==> config.mk <==
export PLATFORM = sky130hd
export DESIGN_NAME = im_loader
export DESIGN_NICKNAME = d
export VERILOG_FILES = /design/src/rtl/im_loader.sv
export SDC_FILE = /design/constraint.sdc
export NUM_CORES = 1
export LEC_CHECK = 0
export BUFFER_PORTS_ARGS = -buffer_cell sky130_fd_sc_hd__buf_4
export CAP_MARGIN = 0
export CORE_ASPECT_RATIO = 1.4
export CORE_UTILIZATION = 35
export CTS_BUF_LIST = sky130_fd_sc_hd__clkbuf_16
export DETAILED_ROUTE_END_ITERATION = 8
export PLACE_DENSITY = 0.56
export SLEW_MARGIN = 25
export SYNTH_ARGS = -nofsm -noshare
export SYNTH_HDL_FRONTEND = slang
export SYNTH_SLANG_ARGS = --single-unit
==> constraint.sdc <==
create_clock -name clk -period 2.1 [get_ports clk]
set_input_delay 0.42 -clock clk [delete_from_list [all_inputs] [get_ports clk]]
set_output_delay 0.42 -clock clk [all_outputs]
set_load 0.1 [all_outputs]
==> src/rtl/im_loader.sv <==
// Instruction memory loader: packs a [N][data...][CHK] byte stream into 32-bit
// little-endian words, writes them from word 0, and releases cpu_rst on a good load.
module im_loader #(
    parameter int unsigned ADDR_W = 6,
    parameter int unsigned DATA_W = 32
) (
    input  logic              clk,
    input  logic              rst_n,
    input  logic              start,
    input  logic              byte_valid,
    input  logic [7:0]        byte_data,
    output logic              byte_ready,
    output logic              im_we,
    output logic [ADDR_W-1:0] im_addr,
    output logic [DATA_W-1:0] im_wdata,
    output logic              cpu_rst,
    output logic              busy,
    output logic              done,
    output logic              err
);

    localparam int unsigned DEPTH = 1 << ADDR_W;

    typedef enum logic [2:0] {
        S_IDLE,
        S_LEN,
        S_DATA,
        S_WRITE,
        S_CSUM,
        S_DONE,
        S_ERR
    } state_e;

    state_e              state_q, state_d;
    logic [ADDR_W-1:0]   addr_q, addr_d;
    logic [ADDR_W-1:0]   last_q, last_d;
    logic [DATA_W-1:0]   wdata_q, wdata_d;
    logic [7:0]          acc_q, acc_d;
    logic [1:0]          k_q, k_d;
    logic                accept;

    assign accept = byte_valid && byte_ready;

    always_ff @(posedge clk or negedge rst_n) begin
        if (!rst_n) begin
            state_q <= S_IDLE;
            addr_q  <= '0;
            last_q  <= '0;
            wdata_q <= '0;
            acc_q   <= '0;
            k_q     <= '0;
        end else begin
            state_q <= state_d;
            addr_q  <= addr_d;
            last_q  <= last_d;
            wdata_q <= wdata_d;
            acc_q   <= acc_d;
            k_q     <= k_d;
        end
    end

    always_comb begin
        state_d = state_q;
        addr_d  = addr_q;
        last_d  = last_q;
        wdata_d = wdata_q;
        acc_d   = acc_q;
        k_d     = k_q;
        unique case (state_q)
            S_IDLE, S_DONE, S_ERR: begin
                if (start) state_d = S_LEN;
            end
            S_LEN: begin
                if (accept) begin
                    if (byte_data == 8'd0 || 32'(byte_data) > DEPTH) begin
                        state_d = S_ERR;
                    end else begin
                        // Store N-1 so the last-word test needs no extra address bit.
                        last_d  = ADDR_W'(byte_data - 8'd1);
                        addr_d  = '0;
                        acc_d   = '0;
                        k_d     = '0;
                        state_d = S_DATA;
                    end
                end
            end
            S_DATA: begin
                if (accept) begin
                    wdata_d[{k_q, 3'b000} +: 8] = byte_data;
                    acc_d = acc_q ^ byte_data;
                    k_d   = k_q + 2'd1;
                    if (k_q == 2'd3) state_d = S_WRITE;
                end
            end
            S_WRITE: begin
                if (addr_q == last_q) begin
                    state_d = S_CSUM;
                end else begin
                    addr_d  = addr_q + ADDR_W'(1);
                    state_d = S_DATA;
                end
            end
            S_CSUM: begin
                if (accept) state_d = (byte_data == acc_q) ? S_DONE : S_ERR;
            end
            default: state_d = S_IDLE;
        endcase
    end

    always_comb begin
        byte_ready = (state_q == S_LEN) || (state_q == S_DATA) || (state_q == S_CSUM);
        im_we      = (state_q == S_WRITE);
        busy       = byte_ready || im_we;
        done       = (state_q == S_DONE);
        err        = (state_q == S_ERR);
        cpu_rst    = (state_q != S_DONE);
        im_addr    = addr_q;
        im_wdata   = wdata_q;
    end

endmodule

# After elaboration in Yosys (flattened, before gate mapping)
# Index checks and enable logic that the tools add are counted.
dict set report word_totals {
  regBits 57
  latch_bits 0
  ramBits 0
  romBits 0
  inputBits 12
  out_inout_bits 44
  n_memories 0
}
dict set report classes {
  n_addsub 4
  mul 0
  div 0
  n_lt_le_gt_ge 1
  n_eq_ne 17
  shift 2
  mux 22
  bitwise 2
  reduce_logical 15
}
# operator n
set ops {}
lappend ops {{$bwmux 32} 1}
lappend ops {{$shift 8x7->32 const A} 1}
lappend ops {{$shiftx 8x7->32} 1}
lappend ops {{$mux 8} 3}
lappend ops {{$mux 3} 7}
lappend ops {{$mux 6} 3}
lappend ops {{$pmux 8 s2} 1}
lappend ops {{$pmux 3 s5} 1}
lappend ops {{$ne 2x2->1 const B} 7}
lappend ops {{$pmux 6 s2} 1}
lappend ops {{$eq 3x3->1 const B} 3}
lappend ops {{$eq 8x8->1} 1}
lappend ops {{$gt 8x7->1 const B} 1}
lappend ops {{$logic_not 8->1} 1}
lappend ops {{$mux 2} 4}
lappend ops {{$reduce_and 4->1} 2}
lappend ops {{$xor 8x8->8} 1}
lappend ops {{$neg 5->7} 1}
lappend ops {{$add 6x1->6 const B} 1}
lappend ops {{$eq 3x2->1 const B} 2}
lappend ops {{$eq 6x6->1} 1}
lappend ops {{$sub 6x1->6 const B} 1}
lappend ops {{$reduce_and 5->1} 1}
lappend ops {{$logic_or 1x1->1} 4}
lappend ops {{12 further kinds} 13}

# Logic depth before layout (Yosys ltp)
dict set report depth {
  ltp_word 6
  depth_mapped 8
  depth_no_buf 6
}

# Worst setup path before layout
# Ideal clock, no wire load.
dict set report synth_timing {
  path_kind {reg2out}
  startpoint {reg state_q[0]}
  endpoint {out busy}
  arrival_time_ns 2.880
  slack_ns -1.200
  path_stages_with_launch 5
  path_cell_list {dfrtp_1 -> buf_2 -> xnor2_1 -> a21oi_1 -> or2_2}
}
dict set report synth_via {
  elab_chain_cells 4
}
# element line
set synth_lines {}
lappend synth_lines {{start: declaration} 34} ;# state_e state_q, state_d;
lappend synth_lines {{start signal: assignment} 53} ;# state_q <= state_d;
lappend synth_lines {{$eq 3x1->1 or $eq 3x2->1 (tied branches)} 111} ;# byte_ready = (state_q == S_LEN) || (state_q == S_DATA) || (state_q == S_CSUM);
lappend synth_lines {{$logic_or 1x1->1} 111}
lappend synth_lines {{$logic_or 1x1->1 *} 111}
lappend synth_lines {{via byte_ready} 12} ;# output logic byte_ready,
lappend synth_lines {{$logic_or 1x1->1 *} 113} ;# busy = byte_ready || im_we;
lappend synth_lines {{end: declaration} 17} ;# output logic busy,
# The timed path passes the listed nets; every way through them passes the cells marked *.

# Final worst setup path
dict set report layout_timing {
  startpoint {reg state_q[1]}
  endpoint {out busy}
}
dict set report layout_via {
  elab_chain_cells 4
}
# element line
set layout_lines {}
lappend layout_lines {{$eq 3x1->1 or $eq 3x2->1 (tied branches)} 111}
lappend layout_lines {{$logic_or 1x1->1 (2 in a row)} 111}
lappend layout_lines {{$logic_or 1x1->1 *} 113}
# Mark *: on every way between the ends. The rest lies on a longest branch, timed or not.

==> results.json <==
{
  "skew_ns": 0.00290,
  "dp.cells": 487,
  "htree_levels": 3,
  "crit_required_ns": 1.68,
  "cts-buffers-inserted": 9,
  "reg2reg_depth": 5,
  "crit_chain": "inv_1 > buf_4 > a21oi_4 > or2_4 > buf_4",
  "max_stage_delay_ns": 0.49,
  "ant_nets": 0,
  "final_common_cell": "buf_4",
  "ys_seq_area_frac": 0.481,
  "async_flop_share": 1.00,
  "cap_violations": 0,
  "vias_per_cell": 5.00,
  "end_kind": "output port",
  "cp_num_buf_inv": 3,
  "portBuffers": 55,
  "clkLatencyLatePin_ns": 0.33,
  "io_pins": 56,
  "cpLargestDelayFamily": "buffers and inverters",
  "initial_core_util": 0.362,
  "dpl_worst_slack_ns": 0.0988,
  "cpMostUsedCell": "buf_4",
  "cts.sinks": 57,
  "grt_antenna_before_repair": 0,
  "wl_per_cell_um": 14.7,
  "rows": 39,
  "cts_buffer_depth": 2,
  "multi_input_area_um2": 1430,
  "instances_no_fill": 506,
  "regToRegStartpoint": "state_q[2]$_DFFE_PN0P_",
  "setup_viol": 0,
  "synth_cell_types": 43,
  "dr.pass1.iters": 4,
  "seqCellArea_um2": 1440,
  "crit_path_top_delay_cell": "dfrtp_2",
  "grt_remaining_overflow": 0,
  "cp_max_fo": 11,
  "nNetsFinal": 419,
  "cts_tree": "done",
  "startpoint_type": "flip-flop",
  "drt_iter0_markers": 133,
  "core_um2": 8200,
  "routabilityCongestion": 0.775,
  "outcome": "completed",
  "fill_cells": 785,
  "max_slew.worst_pin.slew_ns": 0.466,
  "final-hold-violation-count": 0,
  "die_h_um": 111,
  "synth_nets": 344,
  "hold_path_class": "input port to async pin",
  "arrival_ns": 1.62,
  "rsz0062_at_grt": "yes",
  "final_area_um2": 4030,
  "drive_above_1_share": 0.309,
  "syn_avg_cell_area_um2": 9.15,
  "r2r_slack_ns": 0.36,
  "n_antenna_cell": 0,
  "die_w_um": 79.8,
  "reg2reg_to": "im_wdata[15]$_DFFE_PN0P_",
  "grt_pass1_vias": 2451,
  "postCtsHoldBufs": 0,
  "clock-root-buffer": "clkbuf_16",
  "cts.clk_slew.worst_paths_ns": 0.05,
  "path_class": "flip-flop to output port",
  "fin_crit_sh": 0.972,
  "ys.flop_type": "dfrtp_1",
  "yosys_warnings": 0,
  "vias": 2529,
  "drt_wl_total_um": 7450,
  "slew_headroom": 0.688,
  "utilization": 0.491,
  "max_freq_mhz": 490,
  "syn-instance-count": 324,
  "track_usage": 0.185,
  "drc": 0,
  "placed_area_um2": 3620,
  "grt_start_max_net_pins": 35,
  "min_period_ns": 2.04,
  "dp_hpwl_um": 5320,
  "setup_slack_ns": 0.0579,
  "area_delta_synth_final_pct": 35.8,
  "final_cell_mix": "80 x buf_4, 76 x nand2_1, 49 x dfrtp_1",
  "syn-cell-area_um2": 2970,
  "synth_seq_cells": 57,
  "dieArea_um2": 8850,
  "grt_pass1_wl_um": 12400,
  "maxSlewViolCount": 0,
  "synth_edf_count": 0
}
[stage by stage]
step / hold WS [ns] / setup TNS (ns)
final: 0.0328 / 0
after floorplan: 0.124 / -0.225
after CTS: 0.0502 / 0
after global placement: 0.408 / 0
after detailed placement: 0.406 / 0
after global routing: 0.0708 / -0.0260
[logic make-up (layout without fill, tap and decap cells)]
family / Yosys count / after routing / synth area share
AOI/OAI and AO/OA: 78 / 78 / 0.162
xor gates and xnor gates: 15 / 15 / 0.0443
adders and majority gates: 9 / 9 / 0.0371
buffers and inverters: 31 / 111 / 0.0494
DFF: 57 / 57 / 0.481
muxes: 9 / 9 / 0.0329
and+or+nand+nor: 125 / 125 / 0.194
[synth_stat cells, types with 3 or more instances]
cell / number / area (um2)
nand2_1: 77 / 289
dfrtp_1: 57 / 1430
o21ai_0: 35 / 175
a21oi_1: 18 / 90.1
inv_1: 15 / 56.3
xor2_1: 12 / 105
nand3_1: 11 / 55.1
nor2b_1: 9 / 56.3
ha_1: 8 / 100
clkbuf_1: 7 / 26.3
nor2_1: 7 / 26.3
buf_2: 6 / 30.0
mux2_2: 6 / 67.6
nor4_1: 4 / 25.0
o2bb2ai_1: 4 / 35.0
a21o_1: 3 / 22.5
buf_6: 3 / 33.8
mux2i_1: 3 / 30.0
nor3_1: 3 / 15.0
nor3b_1: 3 / 22.5
o211ai_1: 3 / 22.5
xnor2_1: 3 / 26.3
[registers in the layout (all words and copies together) (netlist names)]
signal / cells
im_addr: 6
k_q: 2
last_q: 6
acc_q: 8
state_q: 3
im_wdata: 32
[metal layers]
layer / wire [um] / vias up / part of all wire / GRT usage
li1: - / 1261 / - / -
met1: 3350 / 1179 / 0.45 / 0.233
met2: 3520 / 73 / 0.47 / 0.291
met3: 385 / 16 / 0.052 / 0.0428
met4: 200 / 0 / 0.027 / 0.0964
met5: 0 / - / 0 / 0
[worst max path at each step]
stage | startpoint | end | slack [ns] | cells past startpoint
after global placement | byte_data[3] | last_q[0]$_DFFE_PN0P_ | 0.15 | 6
after global routing | state_q[2]$_DFFE_PN0P_ | busy | -0.03 | 5
final | state_q[1]$_DFFE_PN0P_ | busy | 0.06 | 5
after floorplan | state_q[2]$_DFFE_PN0P_ | busy | -0.18 | 5
after detailed placement | byte_data[3] | last_q[0]$_DFFE_PN0P_ | 0.1 | 6
after CTS | state_q[0]$_DFFE_PN0P_ | busy | 0.01 | 4
[layout make-up]
cell class                      count  share of cell area
Clock buffer                        9              0.0559
Clock inverter                      7              0.0351
Inverter                           15              0.0158
Multi-Input combinational cell    236               0.356
Sequential cell                    57               0.357
Tap cell                          102              0.0317
Timing Repair Buffer               80               0.149
[timing repair]
| item | in CTS | in global routing |
|---|---|---|
| hold endpoints to repair | 0 | 0 |
| gates resized for setup | 3 | 4 |
| setup endpoints to repair | 1 | 2 |
| buffers inserted | 2 | 1 |
Power is not shown: default switching activity piles up to over one toggle a cycle in this logic, so the estimate is an artifact.
